`config.mk`:
```
export PLATFORM = sky130hd
export DESIGN_NAME = window_gen_3x3
export DESIGN_NICKNAME = d
export VERILOG_FILES = /design/src/rtl/window_gen_3x3.sv
export SDC_FILE = /design/constraint.sdc
export NUM_CORES = 1
export LEC_CHECK = 0
export CAP_MARGIN = 0
export CORE_ASPECT_RATIO = 1.5
export CORE_UTILIZATION = 40
export DETAILED_ROUTE_END_ITERATION = 7
export GPL_ROUTABILITY_DRIVEN = 0
export PLACE_DENSITY = 0.59
export SLEW_MARGIN = 10
export SYNTH_ARGS = -nofsm -noshare
export SYNTH_HDL_FRONTEND = slang
export SYNTH_SLANG_ARGS = --single-unit
export TNS_END_PERCENT = 20
```
`constraint.sdc`:
```
create_clock -name clk -period 2.7 [get_ports clk]
set_clock_uncertainty 0.2 [all_clocks]
set_input_delay 0.54 -clock clk [delete_from_list [all_inputs] [get_ports clk]]
set_output_delay 0.54 -clock clk [all_outputs]
set_load 0.005 [all_outputs]
```
`src/rtl/window_gen_3x3.sv`:
```
// window_gen_3x3
//   Streaming 3x3 sliding-window generator. Raster-order pixels come in one per
//   handshake. Two line buffers hold the previous two rows and a 3x3 register
//   window shifts left on every accepted pixel. Each fully populated window
//   (stride 1, no padding) is presented as one 9*DATA_W word.
//
// Ports
//   clk         rising-edge clock
//   reset       synchronous, active-low reset
//   in_valid    in_pixel valid
//   in_ready    block can accept a pixel this cycle
//   in_pixel    pixel, raster order, frame after frame
//   out_valid   out_window holds a valid window
//   out_ready   downstream accepts the window this cycle
//   out_window  taps; tap k = out_window[k*DATA_W +: DATA_W], tap0 = top-left,
//               tap8 = newest pixel
//   out_last    qualifies the final window of a frame
module window_gen_3x3 #(
    parameter int DATA_W = 8,
    parameter int IMG_W  = 32,
    parameter int IMG_H  = 32
) (
    input  logic                  clk,
    input  logic                  reset,
    input  logic                  in_valid,
    output logic                  in_ready,
    input  logic [DATA_W-1:0]     in_pixel,
    output logic                  out_valid,
    input  logic                  out_ready,
    output logic [9*DATA_W-1:0]   out_window,
    output logic                  out_last
);

    localparam int CW = $clog2(IMG_W);
    localparam int RW = $clog2(IMG_H);

    logic [CW-1:0] col;
    logic [RW-1:0] row;

    // lb_mid holds row r-1, lb_top holds row r-2, both indexed by column.
    logic [DATA_W-1:0] lb_mid [IMG_W];
    logic [DATA_W-1:0] lb_top [IMG_W];

    // win[i][j]: window row i (0 = oldest), column j (0 = leftmost).
    logic [2:0][2:0][DATA_W-1:0] win;
    logic [2:0][DATA_W-1:0]      new_col;
    logic [9*DATA_W-1:0]         taps;

    logic accept;
    logic col_end;
    logic row_end;
    logic complete;

    // Single output register without skid: take a pixel only when the
    // output slot is free or is being drained this cycle.
    assign in_ready = !out_valid || out_ready;
    assign accept   = in_valid && in_ready;

    assign col_end  = (col == CW'(IMG_W - 1));
    assign row_end  = (row == RW'(IMG_H - 1));
    // Columns 0/1 still carry the previous row's tail in the shift window,
    // and rows 0/1 have stale line-buffer data; both are gated off here.
    assign complete = (row >= RW'(2)) && (col >= CW'(2));

    assign new_col[0] = lb_top[col];
    assign new_col[1] = lb_mid[col];
    assign new_col[2] = in_pixel;

    // Taps for the pixel being accepted: the two right columns of the
    // current window plus the incoming column.
    for (genvar i = 0; i < 3; i++) begin : g_row
        for (genvar j = 0; j < 3; j++) begin : g_col
            if (j == 2) begin : g_new
                assign taps[(3*i+j)*DATA_W +: DATA_W] = new_col[i];
            end else begin : g_old
                assign taps[(3*i+j)*DATA_W +: DATA_W] = win[i][j+1];
            end
        end
    end

    // Line buffers carry no reset; rows 0/1 of each frame refill them before
    // any window depending on them can be emitted.
    always_ff @(posedge clk) begin
        if (accept) begin
            lb_top[col] <= lb_mid[col];
            lb_mid[col] <= in_pixel;
        end
    end

    always_ff @(posedge clk) begin
        if (!reset) begin
            col        <= '0;
            row        <= '0;
            win        <= '0;
            out_valid  <= 1'b0;
            out_last   <= 1'b0;
            out_window <= '0;
        end else if (accept) begin
            for (int i = 0; i < 3; i++) begin
                win[i][0] <= win[i][1];
                win[i][1] <= win[i][2];
                win[i][2] <= new_col[i];
            end
            if (col_end) begin
                col <= '0;
                row <= row_end ? '0 : row + 1'b1;
            end else begin
                col <= col + 1'b1;
            end
            if (complete) begin
                out_valid  <= 1'b1;
                out_window <= taps;
                out_last   <= row_end && col_end;
            end else begin
                // in_ready guaranteed any previous window was consumed.
                out_valid <= 1'b0;
                out_last  <= 1'b0;
            end
        end else if (out_ready) begin
            out_valid <= 1'b0;
            out_last  <= 1'b0;
        end
    end

endmodule

```
==> impl_metrics.toml <==
[critical_path]
cp-start-kind = "flop"
cp.arrival_ns = 2.90
worstPathRequired_ns = 2.93
critPathTopFamily = "buffers and inverters"
path_buf_inv = 4
crit_path_frequent_cell = "buf_12"
worst_path_largest_cell_delay_ns = 0.48
slowest_stage = "or4_4"
worstSetupPathType = "flop to flop"
cp-end-kind = "flop"
cp_max_fo = 25
cp_cell_sequence = "buf_12 > buf_16 > mux2i_1 > a22oi_2 > a21oi_2 > or4_4 > clkinvlp_4 > buf_12"
ff2ff_path_depth = 8
reg2reg_to = "lb_top[0][6]"
worst-r2r-setup-slack_ns = 0.03

[routing]
wl_per_cell_um = 23.3
ant_nets = 0
highest_layer = "met4"
met3WireLength_um = 2360
drt_iter0_drc = 1058
avgViaCountPerCell = 5.32
wl_met1_um = 25200
vias = 14600
drt-total-wl_um = 64100
drc = 5
first_pass_iters = 7
wl_met2_um = 32800

[power_and_ir_drop]
clkPwrFrac_pct = 39.3
power.density_nw_per_um2 = 674
ir_drop_mv = 0.564
p_sw_share_pct = 21.7
p_leak_nw = 9.81
p_switching_w = 0.00446
intPower_w = 0.0161
p_seq_share_pct = 53.6
pwr-share-comb_pct = 7.1

[clock_network]
cts_buffers = 58
clk_pin_slew_ns = 0.07
tritoncts = "yes"
clock-root-buffer = "clkbuf_16"
clock_latency_ns = 0.60
cts_max_level = 2
clk_path_buf_depth = 3
clock_sinks = 649
ctsHoldBuffers = 0

[sta]
setup_viol_count_final = 0
finalMaxSlewViolations = 0
layout_min_cycle_time_ns = 2.67
tightest_slew_ns = 0.757
hold_viol = 0
totalNegativeSetupSlack_ns = 0
grt_setup_unrepaired = "true"
timing.fmax_mhz = 375
setup_slack_ns = 0.0344
min_period_over_period_pct = 98.7
slew_headroom_pct = 49.5

[finish]
syn2layout_area_growth_pct = 21.4
fin_nets = 1926
fin_cells = 2749
drive_gt1_share_pct = 17.0
post-route-util_pct = 49.0
antenna_cells = 0
design_area_um2 = 30400
n_fill_cell = 5223

[yosys]
yosys.area.top_type = "edfxtp_1"
syn_nets = 1696
synthCells = 1676
netlist_area_um2 = 25100
synth_ff_type = "edfxtp_1"
synth.distinct_cells = 36
yosysTopAreaCellShare_pct = 61.3
seq_area_frac_synth_pct = 72.3
synth.area.top_cells = "edfxtp_1, dfxtp_1, mux2i_1"
yosys_warnings = 0
yosysMostFrequentCell = "edfxtp_1"
synthTopCellsByCount = "edfxtp_1, mux2i_1, nand2_1"
ys_ff_latch = 649
async_flop_share_pct = 0
synth_edf_count = 512
synth_area_per_cell_um2 = 15.0

[global_route]
antenna_found_initial = 1
grt_max_degree = 66
grt_pass1_vias = 14900
grt_usage_pct = 20.4
grt_overflow = 0
grt_pass1_wl_um = 94900

[place]
place_area_um2 = 28300
pre_cts_ws_ns = -0.126
placed_cells = 2634
hpwl_um = 41600
port_buffers = 86

[die]
core-area_um2 = 62100
initial_core_util_pct = 40.4
std_cell_rows = 112
fp.dieW_um = 206
die-area_um2 = 63700
io_pins = 87
die_h_um = 309

[min_path]
hold_path_end = "out_valid"
min_from = "reset"
worstHoldPathCells = 2
hold_path.class = "input pin to flop"

[status]
violations = "DRC"
outcome = "finished with violations"

[job]
max_cap_violations = 0
[metal layers]
metal | GRT usage (%) | up-vias
li1 | - | 6795
met1 | 24.7 | 7390
met2 | 35.3 | 312
met3 | 2.14 | 131
met4 | 11.1 | 0
met5 | 0 | -
[cells by family after synthesis]
group / count (synthesis) / share of synthesized area [%]
AND/OR/NAND/NOR: 277 / 4.91
multiplexers: 256 / 10.2
buffers and inverters: 122 / 2.63
adder cells (fa/ha/maj): 8 / 0.399
AO/OA/AOI/OAI: 364 / 9.58
flip-flops: 649 / 72.3
[area by class of cell]
cell class / instances / area (um^2) / share of cell area (%)
clock inverter: 30 / 231 / 0.760
tap: 798 / 998 / 3.28
inverter: 11 / 48.8 / 0.160
clock buffer: 75 / 1630 / 5.36
sequential: 649 / 18100 / 59.5
timing repair buffer: 281 / 2960 / 9.73
multi-input combinational: 905 / 6450 / 21.2
[placed cells by master, fill, tap and decap left out, types with 11 or more instances in the layout]
cell type        count
a21boi_0            89
a21oi_1             95
a22oi_1            109
a22oi_2             19
buf_12              41
buf_4              145
clkbuf_16           62
clkdlybuf4s50_1     85
clkinv_2            11
dfxtp_1            134
edfxtp_1           512
mux2i_1            255
nand2_1            189
nor2_1              32
o21ai_0             37
[metrics by stage]
stage,total power (W),hold slack (ns)
after global placement,0.0126,0.249
after CTS,0.0207,0.169
after floorplan,0.0119,0.231
after detailed placement,0.0126,0.247
after global routing,0.0211,0.187
final,0.0205,0.192
[sequential cells by signal, indices dropped and copies added, names as in the netlist, named ones only]
signal and count:
taps 48, col 5, lb_top 256, out_window 72, row 5, out_valid 1, out_last 1, lb_mid 256
[repair_timing]
| action | CTS | global route |
|---|---|---|
| hold endpoints to repair | 0 | 0 |
| endpoints found under the setup margin | 211 | 252 |
| setup buffers | 7 | 1 |
| gates cloned | 2 | 0 |
| gates resized for setup | 18 | 24 |
| pin swaps | 1 | 0 |
[worst max path at each step]
stage | end | slack, ns | depth (start not counted)
after floorplan | lb_mid[14][0] | -0.09 | 6
after global placement | flop | -0.17 | 7
after detailed placement | flop | -0.13 | 7
after CTS | lb_top[2][7] | -0.004 | 9
after global routing | lb_top[0][7] | -0.03 | 9
final | lb_top[0][6] | 0.03 | 8
[power groups by stage]
stage          registers, W  clock network, W  logic, W
6_report             0.0110           0.00807   0.00145
3_3_place_gp         0.0112                 0   0.00139
5_1_grt              0.0110           0.00860   0.00154
4_1_cts              0.0110           0.00822   0.00145
2_1_floorplan        0.0112                 0  0.000659
3_5_place_dp         0.0112                 0   0.00140
(Power assumes the default switching activity.)
